===== config.mk =====
export PLATFORM = sky130hd
export DESIGN_NAME = hard_drop_ctrl
export DESIGN_NICKNAME = d
export VERILOG_FILES = /design/src/rtl/hard_drop_ctrl.sv
export SDC_FILE = /design/constraint.sdc
export NUM_CORES = 1
export LEC_CHECK = 0
export CAP_MARGIN = 20
export CORE_MARGIN = 1
export CORE_UTILIZATION = 35
export CTS_BUF_LIST = sky130_fd_sc_hd__clkbuf_2 sky130_fd_sc_hd__clkbuf_4 sky130_fd_sc_hd__clkbuf_8
export CTS_CLUSTER_SIZE = 28
export DETAILED_ROUTE_END_ITERATION = 6
export GPL_ROUTABILITY_DRIVEN = 0
export PLACE_DENSITY = 0.53
export SETUP_SLACK_MARGIN = 0.3
export SYNTH_ARGS = -nofsm -noshare
export SYNTH_HDL_FRONTEND = slang
export SYNTH_SLANG_ARGS = --single-unit

===== constraint.sdc =====
create_clock -name clk -period 2 [get_ports clk]
set_clock_uncertainty 0.15 [all_clocks]
set_input_delay 0.6 -clock clk [delete_from_list [all_inputs] [get_ports clk]]
set_output_delay 0.6 -clock clk [all_outputs]
set_load 0.01 [all_outputs]

===== src/rtl/hard_drop_ctrl.sv =====
`default_nettype none
// ============================================================================
// Module  : hard_drop_ctrl
// Brief   : Landing-row request arbiter serving the ghost refresher and the
//           hard drop over a single calculator handshake.
// Revision: 1.0 - initial release
// ============================================================================
module hard_drop_ctrl #(
   parameter int unsigned TIMEOUT = 31
) (
   input  logic       clk,
   input  logic       rst,
   input  logic       space_pulse,
   input  logic       board_change,
   input  logic [2:0] block,
   input  logic [1:0] status,
   input  logic [4:0] pos_x,
   output logic       cal_bottom_en,
   input  logic       finish_cal_bottom,
   input  logic [4:0] bottom_y,
   output logic [4:0] ghost_y,
   output logic       ghost_valid,
   output logic [4:0] drop_y,
   output logic       drop_valid,
   output logic       hold,
   output logic       busy,
   output logic       timeout_err
);

   typedef enum logic [1:0] {
      IDLE     = 2'd0,
      REQ      = 2'd1,
      WAIT     = 2'd2,
      DROP_OUT = 2'd3
   } state_t;

   localparam logic [4:0] C_TO_LAST = 5'(TIMEOUT - 1);

   state_t      state_q, state_d;
   logic [9:0]  key_q, req_key_q, req_key_d;
   logic        dirty_q, dirty_d;
   logic        drop_pend_q, drop_pend_d;
   logic        is_drop_q, is_drop_d;
   logic [4:0]  cnt_q, cnt_d;
   logic        cal_en_q, cal_en_d;
   logic [4:0]  ghost_y_q, ghost_y_d;
   logic        ghost_valid_q, ghost_valid_d;
   logic [4:0]  drop_y_q, drop_y_d;
   logic        drop_valid_q, drop_valid_d;
   logic        hold_q, hold_d;
   logic        busy_q;
   logic        terr_q, terr_d;

   logic [9:0]  w_key;
   logic        w_change;

   assign w_key    = {block, status, pos_x};
   assign w_change = (w_key != key_q) || board_change;

   always_comb begin
      state_d       = state_q;
      req_key_d     = req_key_q;
      dirty_d       = dirty_q || w_change;
      drop_pend_d   = drop_pend_q || space_pulse;
      is_drop_d     = is_drop_q;
      cnt_d         = cnt_q;
      cal_en_d      = 1'b0;
      ghost_y_d     = ghost_y_q;
      ghost_valid_d = ghost_valid_q && !w_change;
      drop_y_d      = drop_y_q;
      drop_valid_d  = 1'b0;
      hold_d        = hold_q;
      terr_d        = terr_q;

      unique case (state_q)
         IDLE: begin
            if (drop_pend_d) begin
               state_d   = REQ;
               is_drop_d = 1'b1;
               hold_d    = 1'b1;
               cal_en_d  = 1'b1;
            end else if (dirty_d) begin
               state_d   = REQ;
               is_drop_d = 1'b0;
               cal_en_d  = 1'b1;
            end
         end
         REQ: begin
            // The calculator samples the key this cycle, so only a board
            // rewrite landing now can still make the answer stale.
            req_key_d = w_key;
            dirty_d   = board_change;
            cnt_d     = 5'd0;
            state_d   = WAIT;
         end
         WAIT: begin
            cnt_d = 5'(cnt_q + 5'd1);
            if (finish_cal_bottom) begin
               if (dirty_d || (w_key != req_key_q)) begin
                  dirty_d = 1'b1;
                  state_d = IDLE;
               end else begin
                  ghost_y_d     = bottom_y;
                  ghost_valid_d = 1'b1;
                  if (is_drop_q) begin
                     drop_y_d     = bottom_y;
                     drop_valid_d = 1'b1;
                     state_d      = DROP_OUT;
                  end else begin
                     state_d = IDLE;
                  end
               end
            end else if (cnt_q == C_TO_LAST) begin
               terr_d      = 1'b1;
               dirty_d     = 1'b1;
               drop_pend_d = 1'b0;
               is_drop_d   = 1'b0;
               hold_d      = 1'b0;
               state_d     = IDLE;
            end
         end
         DROP_OUT: begin
            drop_pend_d = 1'b0;
            is_drop_d   = 1'b0;
            hold_d      = 1'b0;
            dirty_d     = 1'b1;
            state_d     = IDLE;
         end
         default: state_d = IDLE;
      endcase
   end

   always_ff @(posedge clk) begin
      if (rst) begin
         state_q       <= IDLE;
         key_q         <= '0;
         req_key_q     <= '0;
         dirty_q       <= 1'b1;
         drop_pend_q   <= 1'b0;
         is_drop_q     <= 1'b0;
         cnt_q         <= '0;
         cal_en_q      <= 1'b0;
         ghost_y_q     <= '0;
         ghost_valid_q <= 1'b0;
         drop_y_q      <= '0;
         drop_valid_q  <= 1'b0;
         hold_q        <= 1'b0;
         busy_q        <= 1'b0;
         terr_q        <= 1'b0;
      end else begin
         state_q       <= state_d;
         key_q         <= w_key;
         req_key_q     <= req_key_d;
         dirty_q       <= dirty_d;
         drop_pend_q   <= drop_pend_d;
         is_drop_q     <= is_drop_d;
         cnt_q         <= cnt_d;
         cal_en_q      <= cal_en_d;
         ghost_y_q     <= ghost_y_d;
         ghost_valid_q <= ghost_valid_d;
         drop_y_q      <= drop_y_d;
         drop_valid_q  <= drop_valid_d;
         hold_q        <= hold_d;
         busy_q        <= (state_d != IDLE);
         terr_q        <= terr_d;
      end
   end

   assign cal_bottom_en = cal_en_q;
   assign ghost_y       = ghost_y_q;
   assign ghost_valid   = ghost_valid_q;
   assign drop_y        = drop_y_q;
   assign drop_valid    = drop_valid_q;
   assign hold          = hold_q;
   assign busy          = busy_q;
   assign timeout_err   = terr_q;

endmodule
`default_nettype wire

==> metrics.txt, run 1 <==
# TYPE chip_impl_metric gauge
chip_impl_info{name="status",value="finished, final reports clean"} 1
chip_impl_metric{name="fmax",unit="MHz"} 550.5
chip_impl_metric{name="clk_transition_reported_paths",unit="ns"} 0.09
chip_impl_metric{name="worst-r2r-setup-slack",unit="ns"} 0.23
chip_impl_metric{name="design.die.area",unit="um2"} 6488
chip_impl_info{name="timing.critical_path.from_type",value="input port"} 1
chip_impl_metric{name="die_height",unit="um"} 80.55
chip_impl_metric{name="finalNetCount",unit=""} 326
chip_impl_info{name="worst_setup_path_end_kind",value="flip-flop"} 1
chip_impl_metric{name="leakage",unit="uW"} 0.001365
chip_impl_metric{name="initial_core_utilization",unit=""} 0.3648
chip_impl_metric{name="total_power",unit="uW"} 2303
chip_impl_metric{name="fin_crit_sh",unit=""} 0.9083
chip_impl_metric{name="drt-total-wl",unit="mm"} 5.234
chip_impl_metric{name="fin_worst_hold_slack",unit="ns"} 0.3278
chip_impl_info{name="cts_tree",value="built"} 1
chip_impl_metric{name="synth_enable_flop_cells",unit=""} 0
chip_impl_metric{name="synth_async_sr_flop_share",unit=""} 0
chip_impl_metric{name="row_count",unit=""} 28
chip_impl_metric{name="syn_inst",unit=""} 226
chip_impl_metric{name="grt_start_max_net_pins",unit=""} 31
chip_impl_metric{name="initial_antenna_violation_count",unit=""} 0
chip_impl_metric{name="clock_sinks",unit=""} 46
chip_impl_metric{name="ys_seq_area_frac",unit=""} 0.4264
chip_impl_metric{name="io_buffer_count",unit=""} 35
chip_impl_metric{name="synth.ff_latch_count",unit=""} 46
chip_impl_metric{name="io_pins",unit=""} 36
chip_impl_metric{name="final-instance-count-excl-fill",unit=""} 374
chip_impl_metric{name="power.density_cell_area",unit="nW/um2"} 685.9
chip_impl_metric{name="netlist-cell-type-count",unit=""} 39
chip_impl_metric{name="synth_area_per_cell",unit="um2"} 9.556
chip_impl_metric{name="n_antenna_cell",unit=""} 0
chip_impl_metric{name="critPathRequiredTime",unit="ns"} 2.04
chip_impl_metric{name="maxSlewHeadroom",unit=""} 0.6796
chip_impl_metric{name="drt_wl_cell",unit="um"} 13.99
chip_impl_metric{name="final-setup-viol-count",unit=""} 0
chip_impl_info{name="worstSetupPathType",value="in -> reg"} 1
chip_impl_info{name="hp-class",value="reg -> reg"} 1
chip_impl_metric{name="worst-slew-pin-transition",unit="ns"} 0.4793
chip_impl_metric{name="ant_nets",unit=""} 0
chip_impl_metric{name="worstRegToRegCells",unit=""} 5
chip_impl_metric{name="routed-via-count",unit=""} 1846
chip_impl_metric{name="synth_nets",unit=""} 253
chip_impl_metric{name="detail_route.iter0.violations",unit=""} 56
chip_impl_metric{name="report.final.slew_viol_count",unit=""} 0
chip_impl_metric{name="depth_of_the_worst_hold_timing_path",unit=""} 2
chip_impl_metric{name="ys.warnings.count",unit=""} 0
chip_impl_metric{name="fp.dieW",unit="um"} 80.55
chip_impl_metric{name="drcViolationCount",unit=""} 0
chip_impl_metric{name="grtUsageTotal",unit=""} 0.1721
chip_impl_info{name="clockRootBuffer",value="clkbuf_8"} 1
chip_impl_metric{name="clock_latency",unit="ns"} 0.30
chip_impl_metric{name="placeableCoreArea",unit="um2"} 5921
chip_impl_metric{name="cp_max_fo",unit=""} 5
chip_impl_metric{name="grt-ovfl-total",unit=""} 0
chip_impl_metric{name="htree_num_levels",unit=""} 2
chip_impl_metric{name="final_period_minus_worst_setup_slack",unit="ns"} 1.817
chip_impl_metric{name="mappedNetlistArea",unit="um2"} 2160
chip_impl_metric{name="clk_path_buf_depth",unit=""} 2
chip_impl_metric{name="first_global_vias",unit=""} 1775
chip_impl_metric{name="total_of_max_cap_violations",unit=""} 0
chip_impl_metric{name="final_layout_size_suffix_gt1_frac",unit=""} 0.3946
chip_impl_metric{name="tritoncts.num_buffers",unit=""} 5
chip_impl_metric{name="worst_ep_arrival_time",unit="ns"} 1.86
chip_impl_metric{name="timing.final.hold_violations",unit=""} 0
chip_impl_metric{name="number_of_buffers_inserted_by_hold_repair_at_cts",unit=""} 0
chip_impl_metric{name="vias_per_cell",unit=""} 4.936
chip_impl_metric{name="dpl.cell_count",unit=""} 353
chip_impl_metric{name="hpwlAfterDp",unit="mm"} 3.527
chip_impl_info{name="ys.flop_type",value="dfxtp_1"} 1
chip_impl_metric{name="area_growth",unit="%"} 55.50
chip_impl_metric{name="vdd_ir_drop_max",unit="uV"} 434.0
chip_impl_metric{name="fraction_of_the_core_area_covered_by_cells_at_the_end_of_the_flow",unit=""} 0.5672
chip_impl_metric{name="firstDrtPassIters",unit=""} 4
chip_impl_info{name="rsz0062_at_grt",value="true"} 1
chip_impl_metric{name="grt_first_pass_wirelength",unit="mm"} 8.362
==> final cells by class <==
class	instances	area, um2
fill	530	2562
multi-input combinational	163	1534
sequential	46	929.6
timing repair buffer	74	688.2
tap	75	93.84
clock buffer	5	68.82
inverter	9	33.78
clock inverter	2	10.01
==> cells in the final DEF (no fill, tap or decap), types with 3 or more instances in the layout <==
master,n
mux2i_1,16
dfxtp_1,39
dfxtp_2,7
a211oi_2,3
a21oi_2,3
clkdlybuf4s15_1,6
ha_1,4
nor2b_1,10
dlygate4sd2_1,11
clkdlybuf4s50_1,6
nand3_2,3
clkbuf_8,5
o21ai_1,4
nor2_2,3
xnor2_1,3
buf_6,11
nand2b_1,14
xnor2_2,9
nand4_1,11
and4_4,3
buf_8,3
buf_4,31
nand2_1,3
a21oi_1,10
inv_1,7
xnor2_4,9
nor2_1,19
o21ai_2,3
==> repair_timing <==
action | CTS | global route
pin swaps | 37 | 23
buffers inserted | 8 | 4
resized for setup | 103 | 51
endpoints found under the setup margin | 35 | 25
cloned | 2 | 0
==> synthesized netlist by cell type, types with 4 or more instances <==
library cell	count	area, um2
nand3_1	6	30.03
nand4_1	11	68.82
ha_1	7	87.58
nand2_1	4	15.01
inv_1	9	33.78
dfxtp_1	46	920.9
o21ai_1	6	30.03
clkbuf_1	6	22.52
mux2i_1	16	160.2
nor2_1	22	82.58
nand2b_1	14	87.58
a21oi_1	13	65.06
nor2b_1	10	62.56
xnor2_1	21	183.9
==> per-layer routing <==
| layer | vias up | share of wire | track usage |
|---|---|---|---|
| met5 | - | 0 | 0 |
| met4 | 0 | 0.013 | 0.06607 |
| met3 | 7 | 0.044 | 0.03977 |
| met2 | 46 | 0.50 | 0.2847 |
| met1 | 858 | 0.44 | 0.2150 |
| li1 | 935 | - | - |
==> critical path: stages <==
cell     delay, ns
buf_6         0.11
xnor2_4       0.15
nand4_1       0.17
or4_4         0.58
o21ai_2       0.17
a21oi_2       0.07
==> logic make-up (layout without fill, tap and decap cells) <==
kind of cell,Yosys count,count (layout),share of synthesized area
and+or+nand+nor,81,82,0.2219
adders and majority gates,7,7,0.04055
muxes,16,16,0.07416
xor gates and xnor gates,23,23,0.09328
buffers and inverters,18,90,0.03592
AOI/OAI and AO/OA,35,35,0.1078
DFF,46,46,0.4264
==> through the flow <==
| stage | cell area (um2) | setup slack, ns | TNS (ns) |
|---|---|---|---|
| finish | 3358 | 0.1833 | 0 |
| global route | 3358 | 0.1155 | 0 |
| CTS | 3186 | 0.1390 | 0 |
| detailed placement | 2880 | -0.6317 | -10.34 |
| global placement | 2880 | -0.5978 | -9.813 |
| floorplan | 2272 | 0.1171 | 0 |
==> power breakdown <==
part,switching (uW),internal [uW],total [uW]
logic,321,382,703
registers,69.0,992,1060
clock network,304,235,539
==> registers in the layout, summed over array words and instances (netlist names) <==
register / count
ghost_y: 5
state_q: 2
busy: 1
cal_bottom_en: 1
req_key_q: 10
is_drop_q: 1
cnt_q: 5
ghost_valid: 1
drop_y: 5
timeout_err: 1
drop_pend_q: 1
key_q: 10
dirty_q: 1
hold: 1
drop_valid: 1
==> path summary, 6_finish.rpt <==
path                end         start
max reg2reg  ghost_y[1]  req_key_q[4]
max          ghost_y[1]      pos_x[1]
min reg2reg  ghost_y[3]    ghost_y[3]
min          ghost_y[3]    ghost_y[3]
(Power assumes the default switching activity.)
==> run 2, diff against run 1 <==
--- a/config.mk
+++ b/config.mk
@@ -7,13 +7,14 @@
 export LEC_CHECK = 0
 export CAP_MARGIN = 20
 export CORE_MARGIN = 1
-export CORE_UTILIZATION = 35
+export CORE_UTILIZATION = 45
 export CTS_BUF_LIST = sky130_fd_sc_hd__clkbuf_2 sky130_fd_sc_hd__clkbuf_4 sky130_fd_sc_hd__clkbuf_8
 export CTS_CLUSTER_SIZE = 28
 export DETAILED_ROUTE_END_ITERATION = 6
 export GPL_ROUTABILITY_DRIVEN = 0
-export PLACE_DENSITY = 0.53
+export PLACE_DENSITY = 0.66
 export SETUP_SLACK_MARGIN = 0.3
+export SKIP_CTS_REPAIR_TIMING = 1
 export SYNTH_ARGS = -nofsm -noshare
 export SYNTH_HDL_FRONTEND = slang
 export SYNTH_SLANG_ARGS = --single-unit
==> metrics.txt, run 2 (same netlist as run 1, synthesis figures left out) <==
# TYPE chip_impl_metric gauge
chip_impl_metric{name="finalNetCount",unit=""} 315
chip_impl_info{name="mostFrequentLayoutCell",value="dfxtp_1"} 1
chip_impl_metric{name="fraction_of_the_core_area_covered_by_cells_at_the_end_of_the_flow",unit=""} 0.7187
chip_impl_info{name="cpLargestDelayFamily",value="simple AND/OR/NAND/NOR gates"} 1
chip_impl_info{name="timing.critical_path.from_type",value="input port"} 1
chip_impl_info{name="worstSetupPathType",value="in -> reg"} 1
chip_impl_metric{name="initial_antenna_violation_count",unit=""} 0
chip_impl_info{name="worst_setup_path_end_kind",value="flip-flop"} 1
chip_impl_metric{name="leakage",unit="uW"} 0.001548
chip_impl_metric{name="area_growth",unit="%"} 48.90
chip_impl_metric{name="row_count",unit=""} 24
chip_impl_metric{name="design.die.area",unit="um2"} 5080
chip_impl_metric{name="drcViolationCount",unit=""} 5
chip_impl_metric{name="timing.final.hold_violations",unit=""} 0
chip_impl_metric{name="clk_transition_reported_paths",unit="ns"} 0.09
chip_impl_info{name="rsz0062_at_grt",value="true"} 1
chip_impl_metric{name="maxSlewHeadroom",unit=""} 0.7721
chip_impl_info{name="most_frequent_cells_in_the_layout",value="43 x dfxtp_1, 23 x buf_4, 20 x nor2_1, 19 x dlymetal6s2s_1, 16 x mux2i_1"} 1
chip_impl_metric{name="power.density_cell_area",unit="nW/um2"} 745.2
chip_impl_metric{name="fp.dieW",unit="um"} 71.28
chip_impl_metric{name="cp_max_fo",unit=""} 4
chip_impl_info{name="failed_checks",value="DRC"} 1
chip_impl_metric{name="io_pins",unit=""} 36
chip_impl_metric{name="critical_path_buf_inv_count",unit=""} 2
chip_impl_info{name="status",value="finished with violations"} 1
chip_impl_info{name="cpMaxStageDelayCell",value="nor4_4"} 1
chip_impl_metric{name="report.final.slew_viol_count",unit=""} 0
chip_impl_metric{name="grtUsageTotal",unit=""} 0.1950
chip_impl_metric{name="htree_num_levels",unit=""} 2
chip_impl_metric{name="clk_path_buf_depth",unit=""} 2
chip_impl_metric{name="max_stage_delay",unit="ns"} 0.43
chip_impl_metric{name="final-setup-viol-count",unit=""} 0
chip_impl_metric{name="grt_start_max_net_pins",unit=""} 34
chip_impl_metric{name="ant_nets",unit=""} 0
chip_impl_metric{name="total_of_max_cap_violations",unit=""} 0
chip_impl_info{name="hp-class",value="reg -> reg"} 1
chip_impl_metric{name="layout_setup_ws",unit="ns"} 0.1171
chip_impl_metric{name="fin_crit_sh",unit=""} 0.9415
chip_impl_metric{name="worst-slew-pin-transition",unit="ns"} 0.3393
chip_impl_metric{name="dpl_worst_slack",unit="ns"} -0.5971
chip_impl_metric{name="firstDrtPassIters",unit=""} 6
chip_impl_metric{name="hpwlAfterDp",unit="mm"} 3.417
chip_impl_metric{name="routed-via-count",unit=""} 1768
chip_impl_metric{name="vdd_ir_drop_max",unit="uV"} 508.8
chip_impl_metric{name="die_height",unit="um"} 71.28
chip_impl_metric{name="final-instance-count-excl-fill",unit=""} 340
chip_impl_metric{name="placeableCoreArea",unit="um2"} 4474
chip_impl_info{name="largest_registers_in_the_final_layout",value="key_q: 10 flops, req_key_q: 10 flops"} 1
chip_impl_metric{name="fmax",unit="MHz"} 531.1
chip_impl_metric{name="grt_first_pass_wirelength",unit="mm"} 7.590
chip_impl_metric{name="critPathRequiredTime",unit="ns"} 2.07
chip_impl_metric{name="n_antenna_cell",unit=""} 0
chip_impl_metric{name="setup_tns",unit="ns"} 0
chip_impl_metric{name="worst_ep_arrival_time",unit="ns"} 1.96
chip_impl_metric{name="drt-total-wl",unit="mm"} 4.831
chip_impl_metric{name="dpl.cell_count",unit=""} 328
chip_impl_metric{name="clock_latency",unit="ns"} 0.30
chip_impl_info{name="clockRootBuffer",value="clkbuf_8"} 1
chip_impl_metric{name="detail_route.iter0.violations",unit=""} 79
chip_impl_metric{name="first_global_vias",unit=""} 1611
chip_impl_metric{name="clock_sinks",unit=""} 46
chip_impl_metric{name="final_period_minus_worst_setup_slack",unit="ns"} 1.883
chip_impl_info{name="cts_tree",value="built"} 1
chip_impl_metric{name="initial_core_utilization",unit=""} 0.4827
chip_impl_metric{name="grt-ovfl-total",unit=""} 0
chip_impl_metric{name="drt_wl_cell",unit="um"} 14.21
chip_impl_metric{name="vias_per_cell",unit=""} 5.200
chip_impl_info{name="timing.critical_path.cells",value="buf_8, buf_6, xnor2_4, nand4_1, nor4_4, o211ai_1, a22oi_1"} 1
chip_impl_metric{name="final_layout_size_suffix_gt1_frac",unit=""} 0.3299
chip_impl_metric{name="io_buffer_count",unit=""} 35
chip_impl_metric{name="tritoncts.num_buffers",unit=""} 5
## run 2: changes by cell type in the layout (fill, tap and decap cells not counted), sizes merged
cell,before,now
and4,3,2
buf,48,34
bufinv,0,1
clkbuf,8,11
clkdlybuf4s15,6,0
clkinv,2,0
dlygate4sd2,11,0
dlymetal6s2s,0,19
## run 2: area by class of cell
cell class	count	area [um2]
clock buffer	6	82.58
clock inverter	1	30.03
fill	334	1259
inverter	9	33.78
multi-input combinational	162	1449
sequential	46	924.6
tap	52	65.06
timing repair buffer	64	630.6
## run 2: layer usage
layer  track usage  part of all wire  wire [um]
met3       0.05063             0.035        167
met1        0.2520              0.46       2245
met5             0                 0          0
met2        0.3143              0.48       2329
met4       0.07333             0.018         89
## run 2: worst reg2reg max path, cell delays in order (launching register included)
cell and delay, ns:
dfxtp_1 0.35, inv_2 0.12, ha_4 0.17, nand2_1 0.08
or4_4 0.59, o21ai_1 0.15, a21oi_1 0.08
## run 2: worst paths after layout
check / startpoint / slack, ns / cells past startpoint / end
hold reg to reg: ghost_y[1] / 0.32 / 2 / ghost_y[1]
setup / recovery: block[2] / 0.12 / 7 / busy
setup reg to reg: state_q[0] / 0.19 / 6 / ghost_y[2]
hold / removal: ghost_y[1] / 0.32 / 2 / ghost_y[1]
## run 2: metrics by stage
stage                     hold slack (ns)  power (uW)  instance area, um2
final                              0.3194        2396                3216
after global routing               0.3410        2503                3216
after CTS                          0.3303        2341                2937
after detailed placement           0.3160        1629                2824
after global placement             0.3126        1624                2824
after floorplan                    0.3286        1424                2272
## run 2: where the power goes
part	switching, uW	internal (uW)	total (uW)	leakage [uW]
sequential	62.0	990	1050	0.000378
combinational	298	331	629	0.00111
clock	316	400	716	0.0000573
==> run 3, diff against run 2 <==
--- a/config.mk
+++ b/config.mk
@@ -7,12 +7,12 @@
 export LEC_CHECK = 0
 export CAP_MARGIN = 20
 export CORE_MARGIN = 1
-export CORE_UTILIZATION = 45
-export CTS_BUF_LIST = sky130_fd_sc_hd__clkbuf_2 sky130_fd_sc_hd__clkbuf_4 sky130_fd_sc_hd__clkbuf_8
+export CORE_UTILIZATION = 55
+export CTS_BUF_LIST = sky130_fd_sc_hd__clkbuf_4 sky130_fd_sc_hd__clkbuf_8
 export CTS_CLUSTER_SIZE = 28
 export DETAILED_ROUTE_END_ITERATION = 6
 export GPL_ROUTABILITY_DRIVEN = 0
-export PLACE_DENSITY = 0.66
+export PLACE_DENSITY = 0.79
 export SETUP_SLACK_MARGIN = 0.3
 export SKIP_CTS_REPAIR_TIMING = 1
 export SYNTH_ARGS = -nofsm -noshare
==> metrics.txt, run 3 (same netlist as run 1, synthesis figures left out) <==
# TYPE chip_impl_metric gauge
chip_impl_info{name="status",value="finished, final reports clean"} 1
chip_impl_metric{name="ant_nets",unit=""} 0
chip_impl_metric{name="vdd_ir_drop_max",unit="uV"} 636.1
chip_impl_metric{name="initial_core_utilization",unit=""} 0.5811
chip_impl_info{name="timing.rr.end",value="busy"} 1
chip_impl_metric{name="io_buffer_count",unit=""} 35
chip_impl_info{name="clockRootBuffer",value="clkbuf_8"} 1
chip_impl_metric{name="grt_start_max_net_pins",unit=""} 19
chip_impl_info{name="most_frequent_cells_in_the_layout",value="44 x dfxtp_1, 34 x buf_4, 19 x nor2_1, 19 x dlymetal6s2s_1, 16 x mux2i_1"} 1
chip_impl_metric{name="final_period_minus_worst_setup_slack",unit="ns"} 1.932
chip_impl_metric{name="n_antenna_cell",unit=""} 0
chip_impl_metric{name="worst-r2r-setup-slack",unit="ns"} 0.12
chip_impl_metric{name="first_global_vias",unit=""} 1743
chip_impl_metric{name="fmax",unit="MHz"} 517.6
chip_impl_info{name="mostFrequentLayoutCell",value="dfxtp_1"} 1
chip_impl_metric{name="final-setup-viol-count",unit=""} 0
chip_impl_info{name="min_delay_worst_endpoint",value="ghost_y[1]"} 1
chip_impl_metric{name="multiInputGateArea",unit="um2"} 1478
chip_impl_metric{name="detail_route.iter0.violations",unit=""} 143
chip_impl_metric{name="clk_path_buf_depth",unit=""} 2
chip_impl_metric{name="row_count",unit=""} 22
chip_impl_metric{name="final-seq-area",unit="um2"} 923.4
chip_impl_info{name="worst_r2r_startpoint",value="state_q[0]"} 1
chip_impl_info{name="cts_tree",value="built"} 1
chip_impl_metric{name="grt-ovfl-total",unit=""} 0
chip_impl_metric{name="final_layout_size_suffix_gt1_frac",unit=""} 0.3754
chip_impl_metric{name="design.die.area",unit="um2"} 4181
chip_impl_metric{name="clock_latency",unit="ns"} 0.30
chip_impl_info{name="hp-class",value="reg -> reg"} 1
chip_impl_metric{name="finalNetCount",unit=""} 327
chip_impl_metric{name="setup_tns",unit="ns"} 0
chip_impl_info{name="worstSetupPathType",value="in -> reg"} 1
chip_impl_metric{name="fp.dieW",unit="um"} 64.66
chip_impl_info{name="min_from",value="ghost_y[1]"} 1
chip_impl_metric{name="dpl_worst_slack",unit="ns"} -0.6208
chip_impl_metric{name="area_growth",unit="%"} 54.29
chip_impl_metric{name="worst-slew-pin-transition",unit="ns"} 0.4191
chip_impl_metric{name="vias_per_cell",unit=""} 5.768
chip_impl_metric{name="layout_setup_ws",unit="ns"} 0.06798
chip_impl_metric{name="io_pins",unit=""} 36
chip_impl_info{name="rsz0062_at_grt",value="true"} 1
chip_impl_metric{name="total_of_max_cap_violations",unit=""} 0
chip_impl_info{name="largest_registers_in_the_final_layout",value="key_q: 10 flops, req_key_q: 10 flops"} 1
chip_impl_metric{name="drcViolationCount",unit=""} 0
chip_impl_metric{name="clock_sinks",unit=""} 46
chip_impl_metric{name="fin_crit_sh",unit=""} 0.9660
chip_impl_metric{name="cp_max_fo",unit=""} 4
chip_impl_metric{name="tritoncts.num_buffers",unit=""} 5
chip_impl_metric{name="report.final.slew_viol_count",unit=""} 0
chip_impl_metric{name="firstDrtPassIters",unit=""} 4
chip_impl_metric{name="worstRegToRegCells",unit=""} 7
chip_impl_metric{name="worst_ep_arrival_time",unit="ns"} 1.96
chip_impl_metric{name="critPathRequiredTime",unit="ns"} 2.03
chip_impl_metric{name="die_height",unit="um"} 64.66
chip_impl_info{name="timing.critical_path.from_type",value="input port"} 1
chip_impl_metric{name="fillCellCount",unit=""} 156
chip_impl_metric{name="initial_antenna_violation_count",unit=""} 0
chip_impl_metric{name="hpwlAfterDp",unit="mm"} 3.359
chip_impl_metric{name="htree_num_levels",unit=""} 2
chip_impl_metric{name="leakage",unit="uW"} 0.001624
chip_impl_metric{name="grt_first_pass_wirelength",unit="mm"} 7.493
chip_impl_metric{name="drt_wl_cell",unit="um"} 17.73
chip_impl_metric{name="grtUsageTotal",unit=""} 0.2368
chip_impl_metric{name="routed-via-count",unit=""} 2013
chip_impl_info{name="worst_setup_path_end_kind",value="flip-flop"} 1
chip_impl_metric{name="power.density_cell_area",unit="nW/um2"} 707.6
chip_impl_metric{name="clk_transition_reported_paths",unit="ns"} 0.08
chip_impl_metric{name="drt-total-wl",unit="mm"} 6.188
chip_impl_metric{name="maxSlewHeadroom",unit=""} 0.7185
chip_impl_metric{name="depth_of_the_worst_hold_timing_path",unit=""} 2
chip_impl_metric{name="timing.final.hold_violations",unit=""} 0
chip_impl_metric{name="placeableCoreArea",unit="um2"} 3716
chip_impl_metric{name="fraction_of_the_core_area_covered_by_cells_at_the_end_of_the_flow",unit=""} 0.8966
-- run 3: cell types whose count changed in the layout (fill, tap and decap cells not counted), sizes merged --
cell	before	now
and4	2	3
bufinv	1	0
clkinv	0	1
buf	34	46
-- run 3: how the worst max path moves through the flow --
stage / to / slack, ns / from
detailed placement: ghost_y[1] / -0.62 / pos_x[3]
global placement: drop_y[1] / -0.57 / block[1]
floorplan: ghost_y[1] / 0.12 / block[1]
finish: busy / 0.07 / block[2]
global route: busy / 0.04 / pos_x[0]
CTS: ghost_y[4] / -0.32 / pos_x[3]
-- run 3: worst max-delay path: stages --
cell and delay (ns):
buf_8 0.10, buf_6 0.12, xnor2_4 0.16, nand4_1 0.20, nor4_4 0.44, a31o_2 0.26
a22oi_2 0.08
-- run 3: routing by layer --
layer | wire, um | global-route usage | up-vias | share of wire
met1 | 2352 | 0.2764 | 970 | 0.38
met4 | 230 | 0.09167 | 0 | 0.037
met3 | 353 | 0.07042 | 22 | 0.057
li1 | - | - | 938 | -
met2 | 3252 | 0.4053 | 83 | 0.53
met5 | 0 | 0 | - | 0
-- run 3: layout make-up --
| cell class | instances | share of cell area |
|---|---|---|
| clock buffers | 7 | 0.02704 |
| clock inverters | 1 | 0.001502 |
| inverters | 9 | 0.01014 |
| multi-input cells | 163 | 0.4435 |
| flip-flops and latches | 46 | 0.2771 |
| well taps | 48 | 0.01802 |
| repair buffers | 75 | 0.2227 |
-- run 3: where the power goes --
group / total (uW) / switching (uW) / internal (uW)
Sequential: 1050 / 63.6 / 991
Combinational: 699 / 345 / 354
Clock: 605 / 312 / 293
Total: 2360 / 720 / 1640
-- run 3: metrics by stage --
stage	std cells	instance area [um2]	power (uW)	hold WS (ns)
5_1_grt	349	3332	2443	0.3375
3_3_place_gp	326	2846	1622	0.3056
6_report	349	3332	2358	0.3144
2_1_floorplan	226	2272	1424	0.3286
3_5_place_dp	326	2846	1634	0.3185
4_1_cts	334	2942	2222	0.3298
